===== src/rtl/imm_ext_neg_unit.sv =====
// imm_ext_neg_unit: registered dual-path sign extension, negation and zero sum of a decode immediate.
// Optional macro IMM_SELF_CHECK_EN adds a registered path-mismatch/nonzero-sum error flag.
module imm_ext_neg_unit #(
  parameter int IMM_W = 12,
  parameter int XLEN  = 32
) (
  input  logic             clk,
  input  logic             rst,
  input  logic             in_valid,
  input  logic [IMM_W-1:0] imm,
  output logic             out_valid,
  output logic [XLEN-1:0]  ext_imm,
  output logic [XLEN-1:0]  ext_imm2,
  output logic [XLEN-1:0]  minus_ext_imm,
  output logic [XLEN-1:0]  zero,
  output logic             err
);
  logic [XLEN-1:0] w_ext_a, w_ext_b, w_minus, w_zero;
  assign w_ext_a = {{(XLEN-IMM_W){imm[IMM_W-1]}}, imm};
  assign w_ext_b = $signed({imm, {(XLEN-IMM_W){1'b0}}}) >>> (XLEN-IMM_W);
  assign w_minus = ~w_ext_a + 1'b1;
  assign w_zero  = w_ext_a + w_minus;
  always_ff @(posedge clk) begin
    if (rst) begin
      out_valid     <= 1'b0;
      ext_imm       <= '0;
      ext_imm2      <= '0;
      minus_ext_imm <= '0;
      zero          <= '0;
    end else begin
      out_valid <= in_valid;
      if (in_valid) begin
        ext_imm       <= w_ext_a;
        ext_imm2      <= w_ext_b;
        minus_ext_imm <= w_minus;
        zero          <= w_zero;
      end
    end
  end
`ifdef IMM_SELF_CHECK_EN
  logic r_err;
  logic w_err_next;
  assign w_err_next = in_valid && ((w_ext_a != w_ext_b) || (w_zero != '0));
  always_ff @(posedge clk) begin
    r_err <= rst ? 1'b0 : w_err_next;
  end
  always_ff @(posedge clk) begin
    if (!rst && !r_err) assert (!w_err_next);
  end
  assign err = r_err;
`else
  assign err = 1'b0;
`endif
endmodule


===== config.mk =====
export PLATFORM = sky130hd
export DESIGN_NAME = imm_ext_neg_unit
export DESIGN_NICKNAME = d
export VERILOG_FILES = /design/src/rtl/imm_ext_neg_unit.sv
export SDC_FILE = /design/constraint.sdc
export NUM_CORES = 1
export LEC_CHECK = 0
export CORE_UTILIZATION = 40
export DETAILED_ROUTE_END_ITERATION = 10
export PLACE_DENSITY = 0.68
export REMOVE_ABC_BUFFERS = 1
export SLEW_MARGIN = 20
export SYNTH_ARGS = -nofsm -noshare
export SYNTH_HDL_FRONTEND = slang
export SYNTH_SLANG_ARGS = --single-unit

===== constraint.sdc =====
create_clock -name clk -period 8 [get_ports clk]
set_input_delay 1.2 -clock clk [delete_from_list [all_inputs] [get_ports clk]]
set_output_delay 1.2 -clock clk [all_outputs]
set_load 0.03 [all_outputs]

# Word level (Yosys, flattened, before mapping)
# Index checks and enable logic that the tools add are counted.
[word_totals] register_bits=77 inputBits=15 out_inout_bits=130 word_cells=7
[op_classes] add_sub_neg=2 bitwise=1
[ops] cell="adder 32 x 1 -> 32 bit, second input constant" count=1
[ops] cell="adder 32 bit" count=1
[ops] cell="NOT 32 bit" count=1

# Longest topological paths before layout
# Gate-level depths: netlist of run 1.
[depth] word_depth=3 depth_mapped=17

# Worst setup path after synthesis of run 1
# Ideal clock, no wire load.
[synth_path] path_kind="input to register" from="input port imm[11]" to="register zero[23]" t_arrival_ps=4863 t_required_ps=7885 setup_slack_ps=3021 path_stages=14 path_cell_list="clkbuf_1 -> clkbuf_1 -> clkbuf_1 -> buf_2 -> inv_1 -> ha_1 -> buf_2 -> or4_1 -> mux2_2 -> o31a_4 -> a311oi_2 -> nor2_1 -> or3b_1 -> and3_1"
[synth_between] elab_chain_len=3
[synth_lines] item="start: declaration" line="10" text="input logic [IMM_W-1:0] imm,"
[synth_lines] item="NOT 32 bit" line="21" text="assign w_minus = ~w_ext_a + 1'b1;"
[synth_lines] item="adder 32 x 1 -> 32 bit" line="21"
[synth_lines] item="adder 32 bit (*)" line="22" text="assign w_zero = w_ext_a + w_minus;"
[synth_lines] item="end signal: assignment" line="36" text="zero <= w_zero;"
[synth_lines] item="end: declaration" line="15" text="output logic [XLEN-1:0] zero,"
# Every way passes the cells marked *; elsewhere a longest branch is shown, timed or not.
# A chain may end at the register's enable or synchronous reset.

# Final worst setup path of run 1
[layout_path] from="input port imm[8]" to="register zero[23]"
# The elaborated chain is that of the path after synthesis.

==> results.txt, run 1 <==
The most critical setup path has its endpoint at zero[23]$_SDFFE_PP0P_. The stage delay of the slowest cell on the critical path came out at about 660 ps. The mean instance size in the synthesized netlist is 8.292 um^2. The initial antenna violation count came out at 0. Leaving out filler cells and counting taps, the final layout contains 895.

The total setup violations reported at the end of the flow is 0. The first-pass GRT wire length is 22450 um. The design draws between 1 and 1.5 mW. The cell type with the highest aggregate area in the netlist is sky130_fd_sc_hd__dfxtp_1.

In this run the worst setup path begins at imm[8]. Detailed routing placed a total of ~6600 um of wire on met2. The core region is 0.01324 mm^2.

The leakage power came out at 2.759 nW. The floorplan die area came out at 0.01409 mm^2. The via count of the first global-routing pass is 4568. The total of max-cap violations is 0. STA classifies the critical path endpoint as a flip-flop.

The total number of yosys warnings came out at 0. The worst setup slack after placement came out at 2008 ps. The clock network latency to the later pin of the worst-skew pair is 340 ps. The sink count of the clock tree came out at 73.

The clock tree skew after final layout is 0 ps. The critical path arrival is 5930 ps. The signal on the critical path passes through clkdlybuf4s50_1 > nor4_1 > nand3_1 > ha_1 > or4_1 > mux2_2 > o31a_4 > a311oi_2 > nor2_1 > or3b_1 > and3_1. The number of hold buffers added after cts is 0. The category of the most critical setup path is primary input to flip-flop. The aggregate routed wire length came out at 13740 um. The depth of the most critical reg-to-reg path is 2.

The number of clock buffers added by TritonCTS is 9. Counting distinct cell types in the post-synthesis netlist gives 74. Setup repair after global routing left no endpoint under its margin.

The final routed DRC violation total came out at 0. The top-level port count is around 150. The clock-pin slew of the registers on the worst-case setup and hold paths is roughly 60 ps. The highest layer touched by signal routing is met4.

Once the clock tree was built, the resizer swapped 0 gates to a different size. The cell with the most instances after synthesis is sky130_fd_sc_hd__nor2_1. Measured along the y axis, the die boundary spans 118.7 um.

The number of fillers in the final layout came out at about 1300. The count of pins over their slew limit came out at 0. The proportion of register bits with asynchronous set or reset after synthesis came out at 0%.

The run finished with clean final reports. For the pin with the worst max-slew slack, the measured transition is 780.3 ps. The final HPWL from detailed placement came out at between 10000 and 15000 um. The fraction of final layout cells sized beyond drive strength 1 came out at 6.398%. The synthesized netlist occupies a cell area of around 0.0054 mm^2. After the first detailed-routing iteration, the DRC count stood at about 170. The cell area after layout is 0.006728 mm^2.

The count of flip-flops with a built-in enable after synthesis is 0. Along the worst path, the maximum fanout reaches 15. The cell area after placement is about 0.0065 mm^2.

In this run the critical register-to-register path is captured at zero[20]$_SDFFE_PP0P_. The total negative slack for setup checks came out at 0 ps. The maximum number of buffers from clock root to sink came out at 2. The gate count after technology mapping is 657.

The total instance count after detailed placement is 879. The CTS tree is done. The number of levels in the clock H-tree is 3. Input and output buffers added on the ports amount to around 140. The required time at the endpoint of the critical path came out at 8240 ps. The synthesized design devotes to its leading area cell type 26.83% of total area.

The number of vias in the routed layout is 4732. The effective utilization at floorplan came out at slightly above 40%. The signed area change from the synthesized netlist to the final layout is 23.50%.

The number of antenna diodes in the final layout is 0. Ranked by instance count, the synthesized netlist is headed by 85 x sky130_fd_sc_hd__nor2_1, 73 x sky130_fd_sc_hd__dfxtp_1, 62 x sky130_fd_sc_hd__buf_4, 38 x sky130_fd_sc_hd__mux2i_1, 35 x sky130_fd_sc_hd__ha_1. The post-route clock period utilization came out at a little under three quarters.

The tree is rooted in a sky130_fd_sc_hd__clkbuf_16. The smallest hold slack came out at 478.4 ps. The floorplan has 42 rows. The largest individual stage delay along the critical path comes from the cell sky130_fd_sc_hd__nor4_1. The residual antenna-violating net count after detailed routing came out at 0. The shortest period the worst path allows is between 5000 and 6000 ps. For this run, the share of the core covered by cells in the final layout is 50.80%. The maximum clock frequency is 175.8 MHz. The routed wire length per instance came out at 15.35 um.

Entering global routing, the biggest net connects 74 pins. The number of vias per cell came out at 5.287. The routed wire length on met3 came out at 861 um.

Global routing consumed, over all layers together, between 10% and 20% of the routing resources. In this run the critical register-to-register path is launched from zero[20]$_SDFFE_PP0P_. The power per cell area is 164.1 mW/mm^2. The dominant synthesized flop cell is sky130_fd_sc_hd__dfxtp_1. The maximum ir drop on the vdd rail came out at 0.0001004 V.

The remaining max-slew budget at the tightest pin is 47.98%. In the final design database the tool counted 764 nets. The number of detailed-route iterations in the first pass is 5. STA classifies the critical path startpoint as a primary input. Synthesis inferred 73 register bits. The share of the yosys chip area belonging to registers is 26.83%. Measured along the x axis, the die boundary spans about 120 um.

In this run the post-CTS setup repair buffer count came out at 0. The total congestion overflow came out at 0. The class of the tightest hold or removal check is flip-flop to flip-flop. For this block, wires on met1 add up to 6040 um.

The last weighted congestion value of the routability-driven placer came out at 0.9100. The worst setup slack for register-to-register paths is 6980 ps. The worst path setup slack after routing is roughly 2300 ps. Sorting the synthesized cells by area gives the leading types as sky130_fd_sc_hd__dfxtp_1 27%, sky130_fd_sc_hd__buf_4 8.5%, sky130_fd_sc_hd__ha_1 8.0%. The number of hold-slack violations in the final timing report is 0.
layout by cell type (no fill, tap or decap), types with 16 or more instances in the layout:
cell                                n
sky130_fd_sc_hd__ha_1              35
sky130_fd_sc_hd__xnor2_1           24
sky130_fd_sc_hd__inv_1             27
sky130_fd_sc_hd__dfxtp_1           72
sky130_fd_sc_hd__xor2_1            21
sky130_fd_sc_hd__nand3_1           25
sky130_fd_sc_hd__a21oi_1           16
sky130_fd_sc_hd__nand2_1           29
sky130_fd_sc_hd__o21ai_0           17
sky130_fd_sc_hd__a211oi_1          29
sky130_fd_sc_hd__nor2_1            85
sky130_fd_sc_hd__clkdlybuf4s50_1  139
sky130_fd_sc_hd__mux2i_1           38
kinds of logic after synthesis:
logic type | after synthesis | synth area share, %
XOR/XNOR | 45 | 7.235
flip-flops | 73 | 26.83
buffers and inverters | 128 | 13.69
multiplexers | 40 | 7.395
AO/OA/AOI/OAI | 121 | 16.42
AND/OR/NAND/NOR | 214 | 20.33
other | 1 | 0.06884
adder cells (fa/ha/maj) | 35 | 8.039
worst min-delay path by stage:
stage,from,to,cells past startpoint
finish,minus_ext_imm[20]$_SDFFE_PP0P_,minus_ext_imm[20]$_SDFFE_PP0P_,2
floorplan,zero[22]$_SDFFE_PP0P_,zero[22]$_SDFFE_PP0P_,2
global route,minus_ext_imm[18]$_SDFFE_PP0P_,minus_ext_imm[18]$_SDFFE_PP0P_,2
CTS,minus_ext_imm[2]$_SDFFE_PP0P_,minus_ext_imm[2]$_SDFFE_PP0P_,2
global placement,minus_ext_imm[2]$_SDFFE_PP0P_,minus_ext_imm[2]$_SDFFE_PP0P_,2
detailed placement,minus_ext_imm[2]$_SDFFE_PP0P_,minus_ext_imm[2]$_SDFFE_PP0P_,2
per-layer routing:
| layer | GRT usage [%] | vias to the layer above |
|---|---|---|
| met2 | 34.17 | 168 |
| li1 | - | 2356 |
| met3 | 5.261 | 18 |
| met4 | 6.725 | 0 |
| met1 | 23.83 | 2190 |
| met5 | 0 | - |
layout make-up:
class / count / area [um^2] / share of cell area, %
clock buffer: 10 / 229.0 / 3.403
clock inverter: 6 / 35.03 / 0.5207
inverter: 28 / 105.1 / 1.562
multi-input combinational: 457 / 3244 / 48.22
sequential: 73 / 1463 / 21.74
tap: 176 / 220.2 / 3.273
timing repair buffer: 145 / 1431 / 21.28
flip-flops by register name, summed over array words and instances (netlist names):
name and flops:
zero 31, minus_ext_imm 29, ext_imm2 12, out_valid 1
critical path: cells and delay by family:
kind	cells	cell delay, ps
simple gates	6	2470
compound gates	2	690
buf+inv	1	640
fa+ha+maj	1	600
mux	1	340
power by group:
part           total, mW  leakage, nW  internal [mW]  switching (mW)
Combinational      0.330         2.03          0.132           0.199
Sequential         0.410        0.605          0.392          0.0184
Clock              0.364        0.128          0.207           0.156
Note: power is estimated with default switching activity, not from simulation.
==> run 2: changes to the inputs <==
- clock period: 8 -> 5.4 ns (I/O delays scaled with it)
==> results.txt, run 2 (same netlist as run 1, synthesis figures left out) <==
The top register by number of flip-flops is zero. The depth of the most critical reg-to-reg path is 2 (unchanged). The sink count of the clock tree came to 73 (unchanged). The last weighted congestion value of the routability-driven placer is 0.8585 (-5.7%). The DRC violation total after the first TritonRoute iteration is 221 (+33%). The worst setup slack for register-to-register paths is 4380 ps (-2600 ps). Setup repair after global routing left no endpoint under its margin.

The final routed DRC violation total was 0 (unchanged). The maximum number of pins on one net before global-route repair is 73 (-1.4%). The effective utilization at floorplan is 41.14% (unchanged). The count of pins over their slew limit is 0 (unchanged). The area of all sequential standard cells is 0.001463 mm^2 (unchanged). The fraction of final layout cells sized beyond drive strength 1 came out at 7.819% (+1.4 points).

The multi-input logic area came out at 0.003244 mm^2 (unchanged). Following the worst setup path forward leads to its endpoint at zero[30]$_SDFFE_PP0P_. The total number of placement rows is 42 (unchanged). The total of max-cap violations came to 0 (unchanged). The run finished with clean final reports. The number of flip-flops in the largest register came out at 31 (unchanged). The initial antenna violation count came out at 0 (unchanged). TritonCTS built the clock tree. The top fanout value on the critical path is 14 (-1). The diode insertion count for antenna repair came out at 0 (unchanged). The root cell of the clock tree is sky130_fd_sc_hd__clkbuf_16.

The number of gates resized after CTS is 0 (unchanged). The clock-pin slew of the registers on the worst-case setup and hold paths is 60 ps (about the same). The cell family contributing the most delay on the critical path is compound AO/OA/AOI/OAI gates. The maximum number of buffers from clock root to sink came to 2 (unchanged). The total global routing track utilization came out at 20.00% (+0.11 points). The aggregate routed wire length came out at 13970 um (+1.6%). The worst path uses between 80% and 90% of the clock period. The number of vias in the routed layout was 4809 (+1.6%). The clock tree skew after final layout came out at 0 ps (unchanged). The element type at the critical path end is a flip-flop. The final HPWL from detailed placement came to 10500 um (+3.6%). The signed area change from the synthesized netlist to the final layout came out at 25.22%.

The number of levels in the clock H-tree is 3 (unchanged). The top-level port count came out at 145 (unchanged). The number of nets in the final layout came out at 774 (+1.3%). The cell area after layout was 0.006822 mm^2 (+1.4%). The floorplan die area is 0.01409 mm^2 (unchanged). The number of standard cells in the final layout excluding fillers is 905 (+1.1%). The leakage power came out at 2.807 nW (+1.7%). The library cell used most frequently in the layout, excluding fill and tap cells, is sky130_fd_sc_hd__clkdlybuf4s50_1. The number of detailed-route iterations in the first pass was 5 (unchanged). The number of vias per cell came to 5.314 (+0.50%). The first-pass GRT wire length was 22520 um (+0.31%). The total setup violations reported at the end of the flow is 0 (unchanged).

The maximum clock frequency came out at between 200 and 250 MHz. The cell area after placement came out at 0.006538 mm^2 (+1.2%). The number of fillers in the final layout was 1251 (-3.4%). The core box area was 0.01324 mm^2 (unchanged). The clock network latency to the later pin of the worst-skew pair is 340 ps (about the same). The slew at the pin closest to its max-slew limit is 770.5 ps (-9.746 ps). The maximum ir drop on the vdd rail came out at 0.0001411 V (+41%). The remaining max-slew budget at the tightest pin came out at 48.63% (+0.65 points). The worst reg2reg path endpoint is ext_imm2[11]$_SDFFE_PP0P_. The critical path arrival is 4750 ps (-1180 ps). The number of hold-slack violations in the final timing report came to 0 (unchanged).

Walking the worst path, the cells encountered are clkdlybuf4s50_1 > inv_1 > ha_1 > nor3b_4 > nand3_1 > buf_4 > inv_1 > ha_1 > or4_1 > o22ai_1 > a21oi_1 > o21ai_0 > o2bb2ai_1 > o31ai_1 > o211ai_1 > xor2_1 > a211oi_1. The via count of the first global-routing pass is 4558 (-0.22%). The shortest period the worst path allows is 4489 ps. The routed wire length per instance is 15.43 um (+0.51%). The total congestion overflow is 0 (unchanged).

The required time at the endpoint of the critical path is 5660 ps (-2580 ps). In this run the critical register-to-register path is launched from ext_imm2[11]$_SDFFE_PP0P_. The number of input and output port buffers inserted came out at 142 (unchanged).

In this run the worst setup path begins at imm[0]. The library cells used most frequently in the layout, excluding fill and tap cells, are 139 x sky130_fd_sc_hd__clkdlybuf4s50_1, 85 x sky130_fd_sc_hd__nor2_1, 72 x sky130_fd_sc_hd__dfxtp_1. The number of buffers inserted to repair setup after CTS came out at 0 (unchanged).

The stage delay of the slowest cell on the critical path is 580 ps (-80 ps). The power per cell area came out at 243.1 mW/mm^2 (+48%). The residual antenna-violating net count after detailed routing is 0 (unchanged). The smallest hold slack is 475.4 ps (-2.966 ps). The class of the tightest hold or removal check is flip-flop to flip-flop. The total clock buffers created by CTS was 9 (unchanged). The critical path's slowest cell is sky130_fd_sc_hd__clkdlybuf4s50_1. The category of the most critical setup path is primary input to flip-flop. The die span in y came out at 118.7 um (unchanged). The number of hold buffers added after cts came out at 0 (unchanged).

The number of buffers and inverters on the critical path came out at 4 (+3). The total instance count after detailed placement is 889 (+1.1%). In the final layout, the registers with the most flip-flops are zero (31), minus_ext_imm (29), ext_imm2 (12). The floorplan die width came to 118.7 um (unchanged). The critical path depth is 17 (+6). STA classifies the critical path startpoint as a primary input. The total negative slack for setup checks came out at 0 ps (unchanged).
[run 2: cell count changes in the layout (fill, tap and decap cells not counted)]
| cell | previous run | this run |
|---|---|---|
| sky130_fd_sc_hd__clkinv_4 | 0 | 1 |
| sky130_fd_sc_hd__clkbuf_8 | 0 | 1 |
| sky130_fd_sc_hd__clkbuf_1 | 1 | 0 |
| sky130_fd_sc_hd__buf_4 | 4 | 14 |
| sky130_fd_sc_hd__clkinv_2 | 4 | 1 |
| sky130_fd_sc_hd__clkinvlp_4 | 2 | 4 |
[run 2: worst reg2reg max path, cell delays in order (launching register included)]
cell                      delay, ps
sky130_fd_sc_hd__dfxtp_2        700
sky130_fd_sc_hd__mux2i_1        150
sky130_fd_sc_hd__nor2_1         100
[run 2: worst min-delay path by stage]
stage | start | endpoint | slack, ps | depth (start not counted)
after floorplan | zero[22]$_SDFFE_PP0P_ | zero[22]$_SDFFE_PP0P_ | 600 | 2
after global placement | minus_ext_imm[8]$_SDFFE_PP0P_ | minus_ext_imm[8]$_SDFFE_PP0P_ | 470 | 2
after detailed placement | minus_ext_imm[20]$_SDFFE_PP0P_ | minus_ext_imm[20]$_SDFFE_PP0P_ | 470 | 2
after CTS | minus_ext_imm[20]$_SDFFE_PP0P_ | minus_ext_imm[20]$_SDFFE_PP0P_ | 480 | 2
after global routing | minus_ext_imm[26]$_SDFFE_PP0P_ | minus_ext_imm[26]$_SDFFE_PP0P_ | 500 | 2
final | minus_ext_imm[20]$_SDFFE_PP0P_ | minus_ext_imm[20]$_SDFFE_PP0P_ | 480 | 2
[run 2: power by group]
part | internal (mW) | leakage, nW | switching (mW)
Clock | 0.323 | 0.127 | 0.236
Sequential | 0.580 | 0.605 | 0.0273
Combinational | 0.198 | 2.07 | 0.294
[run 2: area by class of cell]
class / instances / area share (%)
Multi-Input combinational cell: 457 / 47.56
Timing Repair Buffer: 155 / 22.08
Sequential cell: 73 / 21.44
Clock buffer: 10 / 3.503
Tap cell: 176 / 3.228
Inverter: 28 / 1.541
Clock inverter: 6 / 0.6420
[run 2: metal layers]
layer,vias up,share of wire [%],GRT usage [%]
met4,0,2.0,7.041
met5,-,0,0
li1,2381,-,-
met2,168,48,34.80
met1,2237,43,23.58
met3,23,7.0,5.164
[run 2: per-stage QoR]
stage | setup WS (ps) | util [%] | total power, mW
5_1_grt | 504.7 | 51.51 | 1.736
6_report | 910.8 | 51.51 | 1.659
3_3_place_gp | 644.6 | 49.37 | 1.107
2_1_floorplan | -3807 | - | 0.8953
4_1_cts | 941.6 | 51.50 | 1.681
3_5_place_dp | 585.7 | 49.37 | 1.112
